File: config.mk
export PLATFORM = sky130hd
export DESIGN_NAME = max_scan_ctrl
export DESIGN_NICKNAME = d
export VERILOG_FILES = /design/src/rtl/max_scan_ctrl.sv
export SDC_FILE = /design/constraint.sdc
export NUM_CORES = 2
export LEC_CHECK = 0
export CAP_MARGIN = 20
export CORE_ASPECT_RATIO = 0.6
export CORE_MARGIN = 4
export CORE_UTILIZATION = 50
export CTS_BUF_LIST = sky130_fd_sc_hd__clkbuf_8
export DETAILED_ROUTE_END_ITERATION = 10
export PLACE_DENSITY = 0.85
export SYNTH_ARGS = -nofsm -noshare
export SYNTH_HDL_FRONTEND = slang
export SYNTH_SLANG_ARGS = --single-unit
File: constraint.sdc
create_clock -name clk -period 24.2 [get_ports clk]
set_input_delay 3.63 -clock clk [delete_from_list [all_inputs] [get_ports clk]]
set_output_delay 3.63 -clock clk [all_outputs]
set_load 0.02 [all_outputs]
File: src/rtl/max_scan_ctrl.sv
// Streaming 64-lane frame maximum with a 3-stage reduction pipeline and result handshake.
// Define MAX_SCAN_POS_EN to add out_lane/out_beat reporting where the maximum was found.
module max_scan_ctrl #(
  parameter int DATA_WIDTH = 10,
  parameter int CNT_W      = 16
) (
  input  logic                     clk,
  input  logic                     rst_n,
  input  logic                     clr,
  input  logic                     in_valid,
  output logic                     in_ready,
  input  logic [64*DATA_WIDTH-1:0] in_data,
  input  logic                     in_last,
  output logic                     out_valid,
  input  logic                     out_ready,
  output logic [DATA_WIDTH-1:0]    out_max,
  output logic [CNT_W-1:0]         out_count,
  output logic                     busy
`ifdef MAX_SCAN_POS_EN
  ,
  output logic [5:0]               out_lane,
  output logic [CNT_W-1:0]         out_beat
`endif
);

  typedef enum logic [1:0] {IDLE, ACCUM, DRAIN, HOLD} state_t;

  state_t state, state_nxt;
  logic   drain_cnt;
  logic   accept;

  logic signed [DATA_WIDTH-1:0] lane_val;
  logic signed [DATA_WIDTH-1:0] grp_max [8];
  logic signed [DATA_WIDTH-1:0] s1_max  [8];
  logic                         s1_v;
  logic signed [DATA_WIDTH-1:0] top_max;
  logic signed [DATA_WIDTH-1:0] s2_max;
  logic                         s2_v;
  logic signed [DATA_WIDTH-1:0] acc;
  logic [CNT_W-1:0]             count;

`ifdef MAX_SCAN_POS_EN
  logic [5:0]       grp_lane [8];
  logic [5:0]       s1_lane  [8];
  logic [CNT_W-1:0] s1_beat;
  logic [5:0]       top_lane;
  logic [5:0]       s2_lane;
  logic [CNT_W-1:0] s2_beat;
  logic [5:0]       acc_lane;
  logic [CNT_W-1:0] acc_beat;
  logic [CNT_W-1:0] beat_idx;
`endif

  assign in_ready  = (state == IDLE) || (state == ACCUM);
  assign out_valid = (state == HOLD);
  assign busy      = (state != IDLE);
  assign accept    = in_valid && in_ready;
  assign out_max   = acc;
  assign out_count = count;

  // Every reduction starts from zero and only a strictly larger score wins, which gives the
  // clamp-at-zero rule and lowest-lane tie breaking in one comparison.
  always_comb begin
    lane_val = '0;
    for (int g = 0; g < 8; g++) begin
      grp_max[g] = '0;
`ifdef MAX_SCAN_POS_EN
      grp_lane[g] = '0;
`endif
      for (int l = 0; l < 8; l++) begin
        lane_val = $signed(in_data[DATA_WIDTH*(g*8+l) +: DATA_WIDTH]);
        if (lane_val > grp_max[g]) begin
          grp_max[g] = lane_val;
`ifdef MAX_SCAN_POS_EN
          grp_lane[g] = 6'(g*8 + l);
`endif
        end
      end
    end
  end

  always_comb begin
    top_max = '0;
`ifdef MAX_SCAN_POS_EN
    top_lane = '0;
`endif
    for (int g = 0; g < 8; g++) begin
      if (s1_max[g] > top_max) begin
        top_max = s1_max[g];
`ifdef MAX_SCAN_POS_EN
        top_lane = s1_lane[g];
`endif
      end
    end
  end

  always_comb begin
    state_nxt = state;
    case (state)
      IDLE:    if (accept) state_nxt = in_last ? DRAIN : ACCUM;
      ACCUM:   if (accept && in_last) state_nxt = DRAIN;
      DRAIN:   if (drain_cnt) state_nxt = HOLD;
      HOLD:    if (out_ready) state_nxt = IDLE;
      default: state_nxt = IDLE;
    endcase
    if (clr) state_nxt = IDLE;
  end

  always_ff @(posedge clk) begin
    if (!rst_n) begin
      state     <= IDLE;
      drain_cnt <= 1'b0;
    end else begin
      state     <= state_nxt;
      drain_cnt <= (state == DRAIN) && !drain_cnt && !clr;
    end
  end

  always_ff @(posedge clk) begin
    if (!rst_n || clr) begin
      for (int g = 0; g < 8; g++) s1_max[g] <= '0;
      s1_v   <= 1'b0;
      s2_max <= '0;
      s2_v   <= 1'b0;
      acc    <= '0;
      count  <= '0;
    end else begin
      s1_v <= accept;
      if (accept) s1_max <= grp_max;
      s2_v <= s1_v;
      if (s1_v) s2_max <= top_max;
      // The pipeline is empty in IDLE, so restarting the accumulator cannot lose a merge.
      if (accept && state == IDLE) acc <= '0;
      else if (s2_v && s2_max > acc) acc <= s2_max;
      if (accept) begin
        if (state == IDLE) count <= CNT_W'(1);
        else if (!(&count)) count <= count + CNT_W'(1);
      end
    end
  end

`ifdef MAX_SCAN_POS_EN
  assign beat_idx = (state == IDLE) ? '0 : count;
  assign out_lane = acc_lane;
  assign out_beat = acc_beat;

  always_ff @(posedge clk) begin
    if (!rst_n || clr) begin
      for (int g = 0; g < 8; g++) s1_lane[g] <= '0;
      s1_beat  <= '0;
      s2_lane  <= '0;
      s2_beat  <= '0;
      acc_lane <= '0;
      acc_beat <= '0;
    end else begin
      if (accept) begin
        s1_lane <= grp_lane;
        s1_beat <= beat_idx;
      end
      if (s1_v) begin
        s2_lane <= top_lane;
        s2_beat <= s1_beat;
      end
      if (accept && state == IDLE) begin
        acc_lane <= '0;
        acc_beat <= '0;
      end else if (s2_v && s2_max > acc) begin
        acc_lane <= s2_lane;
        acc_beat <= s2_beat;
      end
    end
  end
`endif

endmodule
* After elaboration in Yosys (flattened, before gate mapping)
Cells that the tools add are included.
** Word-level totals
- Register bits :: 121
- Bits in latches :: 0
- Memory bits (writable) :: 0
- Bits in read-only memories :: 0
- Bits of input ports :: 646
- Output and inout port bits :: 29
- Logic and storage cells :: 196
- Memories :: 0
** Cells by class
- $add $sub $neg :: 1
- Multiply operators :: 0
- Divide/modulo/power cells :: 0
- Magnitude comparators :: 73
- Eq/ne operators :: 8
- Shift operators :: 0
- Multiplexer cells :: 80
- Bitwise logic cells :: 1
- Reduce and logical (&&, ||, !) cells :: 18
** Operators with widths (number)
- $mux 10 :: 72
- $gt 10x10->1 :: 64
- $gt 10x1->1 const B :: 9
- $mux 16 :: 2
- $add 16x1->16 const B :: 1
- $reduce_and 16->1 :: 1
- $mux 2 :: 5
- $pmux 2 s4 :: 1
- $logic_and 1x1->1 :: 6
- $ne 2x2->1 const B :: 3
- $eq 2x2->1 const B :: 2
- $ne 2x1->1 const B :: 2
- $reduce_and 4->1 :: 1
- $reduce_or 2->1 :: 2
- $logic_not 1->1 :: 3
- $eq 2x1->1 const B :: 1
- $logic_not 2->1 :: 1
- $logic_or 1x1->1 :: 2
- $reduce_and 2->1 :: 1
- $reduce_bool 2->1 :: 1
- $not 1->1 :: 1

* Longest topological paths before layout
- Depth in word-level cells :: 16
- Depth in mapped cells :: 89
- Mapped depth without buffers :: 83

* Worst setup path before layout
No wires, ideal clock.
- Path type :: input to register
- Start :: input in_data[485]
- End :: register s1_max[10] (netlist name)
- Library setup time :: 126 ps
- Arrival :: 18602 ps
- Data required time :: 24074 ps
- Setup slack :: 5472 ps
- Cell stages on the path :: 76
- Path buffers :: 5
- Cell sequence :: nor4_1 a31oi_1 nand2_1 ha_1 a21oi_1 o21ai_0 a2111oi_0 nor2_1 clkbuf_1 a21oi_1 ha_1 nand2_1 or4_1 nand3_1 o21ai_0 or3_1 and4_1 nor3_1 [... 40 more ...] mux2i_1 ha_1 nor2b_1 o21ai_0 nand2b_1 a21oi_1 nor2b_1 o21ai_0 nand2b_1 a21oi_1 nor2b_1 o21ai_0 nand2_1 o311ai_0 o21ai_0 clkbuf_1 a41oi_1 o21ai_1
** Between the ends
- Word-level cells in the longest chain between the ends :: 16
** RTL lines
- start, declared :: RTL line 12 : input logic [64*DATA_WIDTH-1:0] in_data,
- $gt 10x1->1 :: RTL line 72 : if (lane_val > grp_max[g]) begin
- $mux 10 (*) :: RTL line 72
- $gt 10x10->1 :: RTL line 72
- $mux 10 (*) :: RTL line 72
- $gt 10x10->1 :: RTL line 72
- $mux 10 (*) :: RTL line 72
- $gt 10x10->1 :: RTL line 72
- $mux 10 (*) :: RTL line 72
- $gt 10x10->1 :: RTL line 72
- $mux 10 (*) :: RTL line 72
- $gt 10x10->1 :: RTL line 72
- $mux 10 (*) :: RTL line 72
- $gt 10x10->1 :: RTL line 72
- $mux 10 (*) :: RTL line 72
- $gt 10x10->1 :: RTL line 72
- $mux 10 (*) :: RTL line 72
- end signal, assigned :: RTL line 129 : if (accept) s1_max <= grp_max;
- end, declared :: RTL line 34 : logic signed [DATA_WIDTH-1:0] s1_max [8];
Mark *: on every way between the ends. The rest lies on a longest branch, timed or not.
A chain may end at the register's enable or synchronous reset.

* Worst setup path after layout
- Start :: input in_data[405]
- End :: register s1_max[29] (netlist name)
The elaborated chain is that of the path after synthesis.

==> results_dict.tcl <==
set metrics [dict create \
    initial_utilization_pct 50.9 \
    cts.sinks 121 \
    hold_viol_final 0 \
    layout_commonest_cell "clkdlybuf4s50_1" \
    cp_slowest_cell "a2111oi_0" \
    grt_pass1_wl_um 172000 \
    path_max_fanout 18 \
    htreeDepth 4 \
    critPathMaxStageDelay_ns 0.89 \
    grt_max_degree 63 \
    clk_pin_slew_ns 0.08 \
    dp_cells 5792 \
    hp-class "flop to flop" \
    final_nets 6187 \
    cts_resized 0 \
    status "completed" \
    wl_um 111000 \
    dpl.hpwl_um 95000 \
    detail_route.wl_per_cell_um 18.9 \
    fmax_ghz 0.0458 \
    avgSynthCellArea_um2 7.13 \
    synth_area_mm2 0.0313 \
    worst_pin_slew_ns 1.05 \
    layout_min_cycle_time_ns 21.84 \
    yosysWarnings 0 \
    clockBufferDepth 2 \
    skew_ns 0.0150 \
    first_global_vias 32700 \
    worstSetupStartpointType "input port" \
    path_class "input port to flop" \
    cts_setup_buffers 0 \
    final_cells 5853 \
    yosysUniqueCellTypes 107 \
    place_area_mm2 0.0388 \
    hold_buffers 0 \
    grt_setup_unrepaired "no" \
    layout_worst_path_cycle_share_pct 90.3 \
    clock_latency_ns 0.48 \
    grt_use_total_pct 31.2 \
    arrival_ns 22.23 \
    ios 675 \
    portBuffers 674 \
    dr.pass1.iters 6 \
    relSlewSlack_pct 29.7 \
    die_h_um 202 \
    design.die.area_mm2 0.0667 \
    grt_overflow 0 \
    gp_congestion 1.02 \
    synth-async-reset-ratio_pct 0 \
    syn_inst 4384 \
    synth_ff_type "dfxtp_1" \
    design_area_mm2 0.0392 \
    crit_path_end_kind "flop" \
    multi_input_comb_area_mm2 0.0266 \
    fillers 5447 \
    vias 35300 \
    drive_gt1_share_pct 4.70 \
    cpMostUsedCell "a21oi_1" \
    most-common-layout-cells "clkdlybuf4s50_1 (674), ha_1 (555), inv_1 (487)" \
    regArea_mm2 0.00242 \
    final_antenna_net_count 0 \
    coreArea_mm2 0.0614 \
    num_rows 70 \
    fp.dieW_um 331 \
    finalSetupViolations 0 \
    drc 0 \
    required_ns 24.59 \
    cts_tree "yes" \
    slew_violations 0 \
    numCtsBuffers 17 \
    ys_seq_area_share_pct 7.75 \
    drt_iter0_markers 3185 \
    fin_setup_tns_ns 0 \
    vias_per_cell 6.03 \
    maxCapViolCount 0 \
    utilization_pct 63.9 \
    ys_ff_latch 121 \
    cts_root_buf "clkbuf_8" \
    antenna_found_initial 28 \
    synth-edff-count 0 \
    area_delta_synth_final_pct 25.5 \
]
[registers in the layout, summed over array words and instances (netlist names)]
| register | cells |
|---|---|
| out_max | 10 |
| s2_max | 10 |
| state | 2 |
| s1_v | 1 |
| s2_v | 1 |
| s1_max | 80 |
| out_count | 16 |
| drain_cnt | 1 |
[per-stage QoR]
| stage | hold slack [ns] | setup WS [ns] |
|---|---|---|
| final | 0.519 | 2.36 |
| after global routing | 0.531 | 1.20 |
| after CTS | 0.509 | 3.08 |
| after detailed placement | 0.486 | 2.59 |
| after global placement | 0.480 | 3.58 |
| after floorplan | 0.451 | 5.47 |
[path summary, 6_finish.rpt]
kind | from | endpoint | slack, ns | depth (start not counted)
setup / recovery | in_data[405] | s1_max[29] | 2.36 | 75
setup reg to reg | s1_max[75] | s2_max[0] | 5.74 | 75
hold reg to reg | drain_cnt | drain_cnt | 0.52 | 2
hold / removal | drain_cnt | drain_cnt | 0.52 | 2
[routing by layer]
metal  vias to the layer above  GRT usage (%)  wire [um]  part of all wire (%)
li1                      17400              -          -                     -
met1                     16100           44.2      50000                    45
met2                      1647           46.9      46600                    42
met3                       186           7.30      11200                    10
met4                         8           8.91       2930                   2.6
met5                         -              0         42                 0.038
[cell type report]
class                           count  share of cell area [%]
Antenna cell                       26                   0.166
Clock buffer                       17                   0.596
Clock inverter                     15                   0.392
Inverter                          487                    4.66
Multi-Input combinational cell   3661                    67.7
Sequential cell                   121                    6.17
Tap cell                          828                    2.64
Timing Repair Buffer              698                    17.7
[worst max-delay path, delay by kind of cell]
kind	cells	cell delay (ns)
compound gates	32	9.69
xor+xnor	1	0.12
fa+ha+maj	8	2.40
buf+inv	6	0.89
mux	5	1.72
simple gates	23	3.75
[logic make-up after synthesis]
group	after synthesis	share of synthesized area [%]
and+or+nand+nor	1464	23.6
AOI/OAI and AO/OA	1216	25.4
buffers and inverters	610	7.42
adders and majority gates	571	22.7
muxes	287	9.83
DFF	121	7.75
xor gates and xnor gates	114	3.19
other	1	0.0120
[cell usage after synthesis (all sizes together), types with 48 or more instances]
library cell  count  area (um2)
a21o             74         556
a21oi           324        1620
a31oi            48         300
and3             63         394
clkbuf          107         402
dfxtp           121        2420
ha              555        6940
inv             487        1830
mux2            130        1490
mux2i           157        1580
nand2           341        1280
nand2b          111         694
nand3           143         716
nand4            72         450
nor2            344        1290
nor2b           106         663
nor3             77         385
o21ai           332        1660
xnor2            79         692
Power is left out: the tool's default activity adds up to more than one toggle a clock period on the data nets, which glitch-free logic cannot reach.
